$ cat config.mk
export PLATFORM = sky130hd
export DESIGN_NAME = pc_sequencer_flat
export DESIGN_NICKNAME = d
export VERILOG_FILES = /design/src/rtl/riscv_cpu_pkg.sv /design/src/rtl/pc_sequencer_if.sv /design/src/rtl/pc_sequencer.sv /design/src/flat_wrapper.sv
export SDC_FILE = /design/constraint.sdc
export NUM_CORES = 1
export LEC_CHECK = 0
export CAP_MARGIN = 15
export CORE_MARGIN = 4
export CORE_UTILIZATION = 46
export CTS_BUF_LIST = sky130_fd_sc_hd__clkbuf_4
export CTS_CLUSTER_SIZE = 28
export DETAILED_ROUTE_END_ITERATION = 12
export PLACE_DENSITY_LB_ADDON = 0.12
export SYNTH_ARGS = -nofsm -noshare
export SYNTH_HDL_FRONTEND = slang
export SYNTH_SLANG_ARGS = --single-unit
$ cat constraint.sdc
create_clock -name clk_i -period 5 [get_ports clk_i]
set_clock_uncertainty 0.2 [all_clocks]
set_input_delay 1.25 -clock clk_i [delete_from_list [all_inputs] [get_ports clk_i]]
set_output_delay 1.25 -clock clk_i [all_outputs]
set_load 0.01 [all_outputs]
$ cat src/rtl/riscv_cpu_pkg.sv
// Shared CPU definitions: branch-unit PC-mux selects plus the fetch
// sequencer's state type and PC increment.
package riscv_cpu_pkg;

    localparam int BU_MUX_WIDTH = 2;

    localparam logic [BU_MUX_WIDTH-1:0] BU_PC_NEXT   = 2'd0;
    localparam logic [BU_MUX_WIDTH-1:0] BU_PC_BRANCH = 2'd1;
    localparam logic [BU_MUX_WIDTH-1:0] BU_PC_JAL    = 2'd2;

    localparam logic [31:0] PC_INCR = 32'd4;

    typedef enum logic [1:0] {
        BOOT,
        FETCH,
        REDIR_WAIT,
        FLUSH
    } pc_seq_state_e;

    // Fetch addresses are always word aligned; low target bits are dropped.
    function automatic logic [31:0] align_word(input logic [31:0] addr);
        return addr & ~32'h0000_0003;
    endfunction

endpackage

$ cat src/rtl/pc_sequencer_if.sv
// Branch-unit inputs and instruction-fetch handshake of the PC sequencer.
interface pc_sequencer_if;
    import riscv_cpu_pkg::*;

    logic [BU_MUX_WIDTH-1:0] bu_pc_mux_i;
    logic [31:0]             branch_target_i;
    logic [31:0]             jal_target_i;
    logic                    stall_i;
    logic                    imem_gnt_i;
    logic                    imem_req_o;
    logic [31:0]             pc_o;
    logic                    flush_o;
    logic                    busy_o;

    modport slave (
        input  bu_pc_mux_i, branch_target_i, jal_target_i, stall_i, imem_gnt_i,
        output imem_req_o, pc_o, flush_o, busy_o
    );

    modport master (
        output bu_pc_mux_i, branch_target_i, jal_target_i, stall_i, imem_gnt_i,
        input  imem_req_o, pc_o, flush_o, busy_o
    );

endinterface

$ cat src/rtl/pc_sequencer.sv
// Fetch PC owner: sequences instruction-memory requests and applies branch
// redirects only when no fetch handshake would be broken.
module pc_sequencer
    import riscv_cpu_pkg::*;
#(
    parameter logic [31:0] BOOT_ADDR    = 32'h0000_0000,
    parameter int          FLUSH_CYCLES = 2
) (
    input  logic            clk_i,
    input  logic            rst_ni,
    pc_sequencer_if.slave   bus
);

    localparam int              CNT_W    = $clog2(FLUSH_CYCLES + 1);
    localparam logic [CNT_W-1:0] CNT_LOAD = CNT_W'(FLUSH_CYCLES);
    localparam logic [CNT_W-1:0] CNT_ONE  = CNT_W'(1);

    pc_seq_state_e    state_q;
    logic [31:0]      pc_q;
    logic [31:0]      redir_q;
    logic [CNT_W-1:0] cnt_q;
    logic             req_outstanding_q;

    logic             redir;
    logic             pending;
    logic             imem_req;
    logic [31:0]      target;

    assign redir  = (bus.bu_pc_mux_i != BU_PC_NEXT);
    assign target = align_word((bus.bu_pc_mux_i == BU_PC_BRANCH) ? bus.branch_target_i
                                                                 : bus.jal_target_i);

    // Once raised, a request holds until granted, so stall only gates new ones.
    always_comb begin
        imem_req = 1'b0;
        case (state_q)
            FETCH:      imem_req = req_outstanding_q | ~bus.stall_i;
            REDIR_WAIT: imem_req = 1'b1;
            default:    imem_req = 1'b0;
        endcase
    end

    assign pending        = imem_req & ~bus.imem_gnt_i;
    assign bus.imem_req_o = imem_req;
    assign bus.pc_o       = pc_q;
    assign bus.flush_o    = (state_q == FLUSH);
    assign bus.busy_o     = (state_q != FETCH);

    always_ff @(posedge clk_i) begin
        if (!rst_ni) begin
            state_q           <= BOOT;
            pc_q              <= BOOT_ADDR;
            redir_q           <= 32'h0;
            cnt_q             <= '0;
            req_outstanding_q <= 1'b0;
        end else begin
            case (state_q)
                BOOT: begin
                    state_q <= FETCH;
                end
                FETCH: begin
                    if (redir && !pending) begin
                        pc_q              <= target;
                        cnt_q             <= CNT_LOAD;
                        req_outstanding_q <= 1'b0;
                        state_q           <= FLUSH;
                    end else if (redir) begin
                        // Park the redirect until the in-flight fetch is accepted.
                        redir_q           <= target;
                        req_outstanding_q <= 1'b1;
                        state_q           <= REDIR_WAIT;
                    end else begin
                        if (imem_req && bus.imem_gnt_i) begin
                            pc_q <= pc_q + PC_INCR;
                        end
                        req_outstanding_q <= pending;
                    end
                end
                REDIR_WAIT: begin
                    if (bus.imem_gnt_i) begin
                        pc_q              <= redir_q;
                        cnt_q             <= CNT_LOAD;
                        req_outstanding_q <= 1'b0;
                        state_q           <= FLUSH;
                    end
                end
                FLUSH: begin
                    cnt_q <= cnt_q - CNT_ONE;
                    if (cnt_q == CNT_ONE) begin
                        state_q <= FETCH;
                    end
                end
                default: begin
                    state_q <= BOOT;
                end
            endcase
        end
    end

endmodule

$ cat src/flat_wrapper.sv
// flat-port wrapper written by rule: the top's interface ports become plain ports
module pc_sequencer_flat import riscv_cpu_pkg::*;
#(
    parameter logic [31:0] BOOT_ADDR    = 32'h0000_0000,
    parameter int          FLUSH_CYCLES = 2
)
  (clk_i, rst_ni, bus_bu_pc_mux_i, bus_branch_target_i, bus_jal_target_i, bus_stall_i, bus_imem_gnt_i, bus_imem_req_o, bus_pc_o, bus_flush_o, bus_busy_o);
  pc_sequencer_if bus_i ();
  input  logic clk_i;
  input  logic rst_ni;
  input wire logic [$bits(bus_i.bu_pc_mux_i)-1:0] bus_bu_pc_mux_i;
  input wire logic [$bits(bus_i.branch_target_i)-1:0] bus_branch_target_i;
  input wire logic [$bits(bus_i.jal_target_i)-1:0] bus_jal_target_i;
  input wire logic [$bits(bus_i.stall_i)-1:0] bus_stall_i;
  input wire logic [$bits(bus_i.imem_gnt_i)-1:0] bus_imem_gnt_i;
  output wire logic [$bits(bus_i.imem_req_o)-1:0] bus_imem_req_o;
  output wire logic [$bits(bus_i.pc_o)-1:0] bus_pc_o;
  output wire logic [$bits(bus_i.flush_o)-1:0] bus_flush_o;
  output wire logic [$bits(bus_i.busy_o)-1:0] bus_busy_o;
  assign bus_i.bu_pc_mux_i = bus_bu_pc_mux_i;
  assign bus_i.branch_target_i = bus_branch_target_i;
  assign bus_i.jal_target_i = bus_jal_target_i;
  assign bus_i.stall_i = bus_stall_i;
  assign bus_i.imem_gnt_i = bus_imem_gnt_i;
  assign bus_imem_req_o = bus_i.imem_req_o;
  assign bus_pc_o = bus_i.pc_o;
  assign bus_flush_o = bus_i.flush_o;
  assign bus_busy_o = bus_i.busy_o;
  pc_sequencer #(.BOOT_ADDR(BOOT_ADDR), .FLUSH_CYCLES(FLUSH_CYCLES)) u_core (.clk_i(clk_i), .rst_ni(rst_ni), .bus(bus_i));
endmodule
Yosys cells after proc, flatten, opt, wreduce, memory -nomap -nowiden
Index checks and enable logic that the tools add are counted.
{"block": "word_totals", "ram_bits": 0, "reg_bits": 67, "mem_count": 0, "mem_bits_ro": 0, "latchBits": 0}
{"block": "classes", "div_mod_pow": 0, "n_mul": 0, "mux": 19, "n_shift": 0, "add_sub_neg": 2, "bitwise": 5, "order_cmp": 0, "eq_ne": 12, "n_reduce_logical": 12}
{"op": "2-to-1 mux 32 bit", "count": 5}
{"op": "one-hot mux 32 bit (2 select lines)", "count": 1}
{"op": "adder 32 x 3 -> 32 bit, second input constant", "count": 1}
{"op": "2-to-1 mux 2 bit", "count": 6}
{"op": "AND reduction 3 bit", "count": 3}
{"op": "one-hot mux 2 bit (4 select lines)", "count": 1}
{"op": "equality test 2 x 1 -> 1 bit, second input constant", "count": 3}
{"op": "inequality test 2 x 1 -> 1 bit, second input constant", "count": 3}
{"op": "inequality test 3 x 1 -> 1 bit, second input constant", "count": 2}
{"op": "one-hot mux 2 bit (3 select lines)", "count": 1}
{"op": "equality test 2 bit, second input constant", "count": 2}
{"op": "one-hot mux 1 bit (2 select lines)", "count": 2}
{"op": "AND reduction 4 bit", "count": 1}
{"op": "nonzero test 2 bit", "count": 2}
{"op": "2-to-1 mux 1 bit", "count": 3}
{"op": "inequality test 3 bit, second input constant", "count": 1}
{"op": "NOT 1 bit", "count": 3}
{"op": "nonzero test 3 bit", "count": 1}
{"op": "logical AND 1 bit", "count": 2}
{"op": "logical NOT 2 bit", "count": 1}
{"op": "inequality test 2 bit, second input constant", "count": 1}
{"op": "AND reduction 2 bit", "count": 1}
{"op": "subtractor 2 x 1 -> 2 bit, second input constant", "count": 1}
{"op": "bitwise AND 1 bit", "count": 1}
{"op": "other kinds (2)", "count": 2}

Depth between registers and ports, before layout
{"block": "depth", "depth_word": 8, "ltp_mapped": 9, "depth_no_buf": 8}

Least setup slack after synthesis
OpenSTA, ideal clock, no wires.
{"block": "synth_path", "path_type": "input port to output port", "start": "input bus_stall_i", "end": "output bus_imem_req_o", "stages": 3, "slack_ns": 1.884, "n_path_buf": 0, "arrival_ns": 1.666, "path_cell_list": "nand2b_1 -> a21o_1 -> and2_1"}
{"block": "synth_between", "elab_chain_cells": 3}
{"item": "start: declaration", "line": "flat_wrapper.sv:14", "rtl": "input wire logic [$bits(bus_i.stall_i)-1:0] bus_stall_i;"}
{"item": "NOT 1 bit", "line": "pc_sequencer.sv:37", "rtl": "FETCH: imem_req = req_outstanding_q | ~bus.stall_i;"}
{"item": "OR 1 bit", "line": "pc_sequencer.sv:37"}
{"item": "one-hot mux 1 bit (2 select lines)", "line": "pc_sequencer.sv:36", "rtl": "case (state_q)"}
{"item": "end: declaration", "line": "flat_wrapper.sv:16", "rtl": "output wire logic [$bits(bus_i.imem_req_o)-1:0] bus_imem_req_o;"}
Every way passes these cells.

Worst setup path after layout
Ends and elaborated chain as after synthesis.

==> metrics.txt <==
Max Clk Rate 0.2440 GHz; commonest non-fill, non-tap cell in the layout clkdlybuf4s50_1; gr ovfl total 0; crit-path cells clkdlybuf4s50_1, nand2b_1, a21o_1, and2_1, clkdlybuf4s50_1; crit path time final 4.099 ns; MaxCap Viol Count 0; diode count 0; relative slew slack 38.19%; Leak Pwr 0.001821 uW; Worst-Skew Late Latency 0.43 ns; die height 100.2 um; CP max stage delay 0.47 ns; sequential fraction of the synthesis area 33.26%; Synth async-reset ratio 0%; Top delay family on crit path buffers and inverters; Post-synth EDFFs 0; Post CTS Setup Buffer Count 0; drt initial violations 227; Ports 105; P per Cell Area 467.8 nW/um^2; Hold Crit Depth 2; max layer used met4; Area Overhead vs Synth 28.91%; CTS buffer count 9; CP Data Arrival Time 2.65 ns; Pre-antenna DRT Iters 6; Syn. warnings 0; clock-pin slew on the worst setup and hold paths 0.11 ns; Final setup viols 0; reg2reg setup slack 2.12 ns; Global Route Usage Sum 21.59%; Die Wd 100.2 um; WL met2 5025 um; Hold-fix buffers, CTS 0; largest net degree at the start of global routing 60; Reg area 1301 sq um; FF+latch count, synth 65; Worst path most repeated cell clkdlybuf4s50_1; final core occ 61.08%; FF-to-FF path depth 8; vias per cell 5.687; met1 WL 4865 um; Final Cycle Share 81.98%; # clock sinks 65; Min-Delay Path Class flip-flop to flip-flop; nets@finish 657; status finished, final reports clean; Top FF cell, synth dfxtp_1; Vias 3,918; GP Congestion 0.8286; share of cells above drive strength 1 5.822%; Post-Syn Area 3913 sq um; Core Rows 33; Die Area 10,050 sq um; CTS max path bufs 2; Root Driver clkbuf_4; met3 WL 836 um; post-synthesis area per instance 7.794 sq um; first-pass GRT wire length 17,710 um; post_cts resized 0; DR WL/cell 15.69 um; Core Area 8258 sq um; RSZ-0062 raised after global routing no; # placed instances 674; critical path class input pin to output pin; Worst-Margin Slew 0.9243 ns; Final Max Tran Viols 0; hold_sp u_core.redir_q[7]; H-tree depth 3; TNS Setup 0 ns; non-filler cells, final 689; CP required 3.55 ns; vias in the first global route 3,673; critical path launch point type input pin; area of the multi-input gates 2406 sq um; fill cell count 770; slowest CP cell clkdlybuf4s50_1; Worst R2R End u_core.bus.pc_o[8]; CP Capture Type output pin; CTS tree built; routed wire length 10,810 um; Fin. Hold Viols 0; Critical Path Start bus_stall_i; cells after synthesis 502; Worst R2R Start u_core.state_q[0]; Crit Path Max Fanout 4; DRT antenna net count 0; Residual DRC 0; Worst Hold End u_core.bus.pc_o[7]; initial antenna violation count 0; most frequent cells in the layout clkdlybuf4s50_1, nand2_1, dfxtp_1, o21ai_0, nor2_1; Port Buffers 98; Synth cell types 53; Post-DP HPWL 7466 um; initial core utilization 47.38%; Worst Path Buf+Inv 2; Max rail drop VDD 0.2313 mV
[worst max path at each step]
stage	endpoint	slack, ns	depth (start not counted)
after CTS	bus_imem_req_o	0.89	5
after global placement	bus_imem_req_o	0.91	5
final	bus_imem_req_o	0.90	5
after detailed placement	bus_imem_req_o	0.89	5
after floorplan	bus_imem_req_o	1.88	3
after global routing	bus_imem_req_o	0.85	5
[through the flow]
stage	hold slack [ns]	worst slack [ns]	power, uW	cell area, sq um
2_1_floorplan	0.2508	1.884	1554	3916
3_3_place_gp	0.2562	0.9075	1998	4921
6_report	0.2827	0.9009	2359	5044
3_5_place_dp	0.2652	0.8947	2028	4921
5_1_grt	0.2957	0.8460	2540	5044
4_1_cts	0.2814	0.8932	2372	5044
[tightest hold or removal path, stage by stage, from the launching register on]
cell     delay (ns)
dfxtp_1        0.33
nand2_1        0.05
a31oi_1        0.07
[metal layers]
layer / vias to the layer above / global-route usage, %
met2: 135 / 35.42
met4: 0 / 4.041
met5: - / 0
met3: 6 / 6.046
li1: 1975 / -
met1: 1802 / 28.60
[cell type report]
type / count / area share [%]
flip-flops and latches: 65 / 25.80
repair buffers: 104 / 20.34
clock buffers: 10 / 1.488
inverters: 15 / 1.116
multi-input cells: 385 / 47.71
well taps: 105 / 2.605
clock inverters: 5 / 0.9427
[report_power, final]
group          total [uW]  switching [uW]  internal (uW)
Sequential            845             185            659
Clock                 337             186            151
Combinational        1180             634            543
[cell usage after synthesis, types with 5 or more instances]
cell type	count	area share, %
xnor2_1	12	2.7
nand3_1	11	1.4
o211ai_1	5	0.96
a21oi_1	27	3.5
dfxtp_1	65	33
xor2_1	9	2.0
and4_1	6	1.3
nor3_1	12	1.5
nor2b_1	6	0.96
mux2i_1	28	7.2
clkbuf_1	19	1.8
a31oi_1	26	4.2
o22ai_1	5	0.80
nand2_1	67	6.4
nor2_1	39	3.7
o21ai_0	49	6.3
a311oi_1	5	1.1
a211oi_1	24	4.6
ha_1	7	2.2
nand4_1	5	0.80
buf_2	11	1.4
inv_1	14	1.3
[cell families (layout without fill, tap and decap cells)]
| family | Yosys count | after routing | synth area share [%] |
|---|---|---|---|
| flops | 65 | 65 | 33.26 |
| buf+inv | 53 | 134 | 6.012 |
| xor+xnor | 21 | 21 | 4.701 |
| fa+ha+maj | 7 | 7 | 2.238 |
| mux | 29 | 29 | 7.451 |
| simple gates | 167 | 167 | 20.53 |
| other cells | 1 | 2 | 0.09585 |
| compound gates | 159 | 159 | 25.71 |
[flip-flops by register name (all words and copies together) (netlist names)]
name	cells
u_core.req_outstanding_q	1
u_core.cnt_q	2
u_core.bus.pc_o	30
u_core.state_q	2
u_core.redir_q	30
Power figures use the tool's default switching activity.
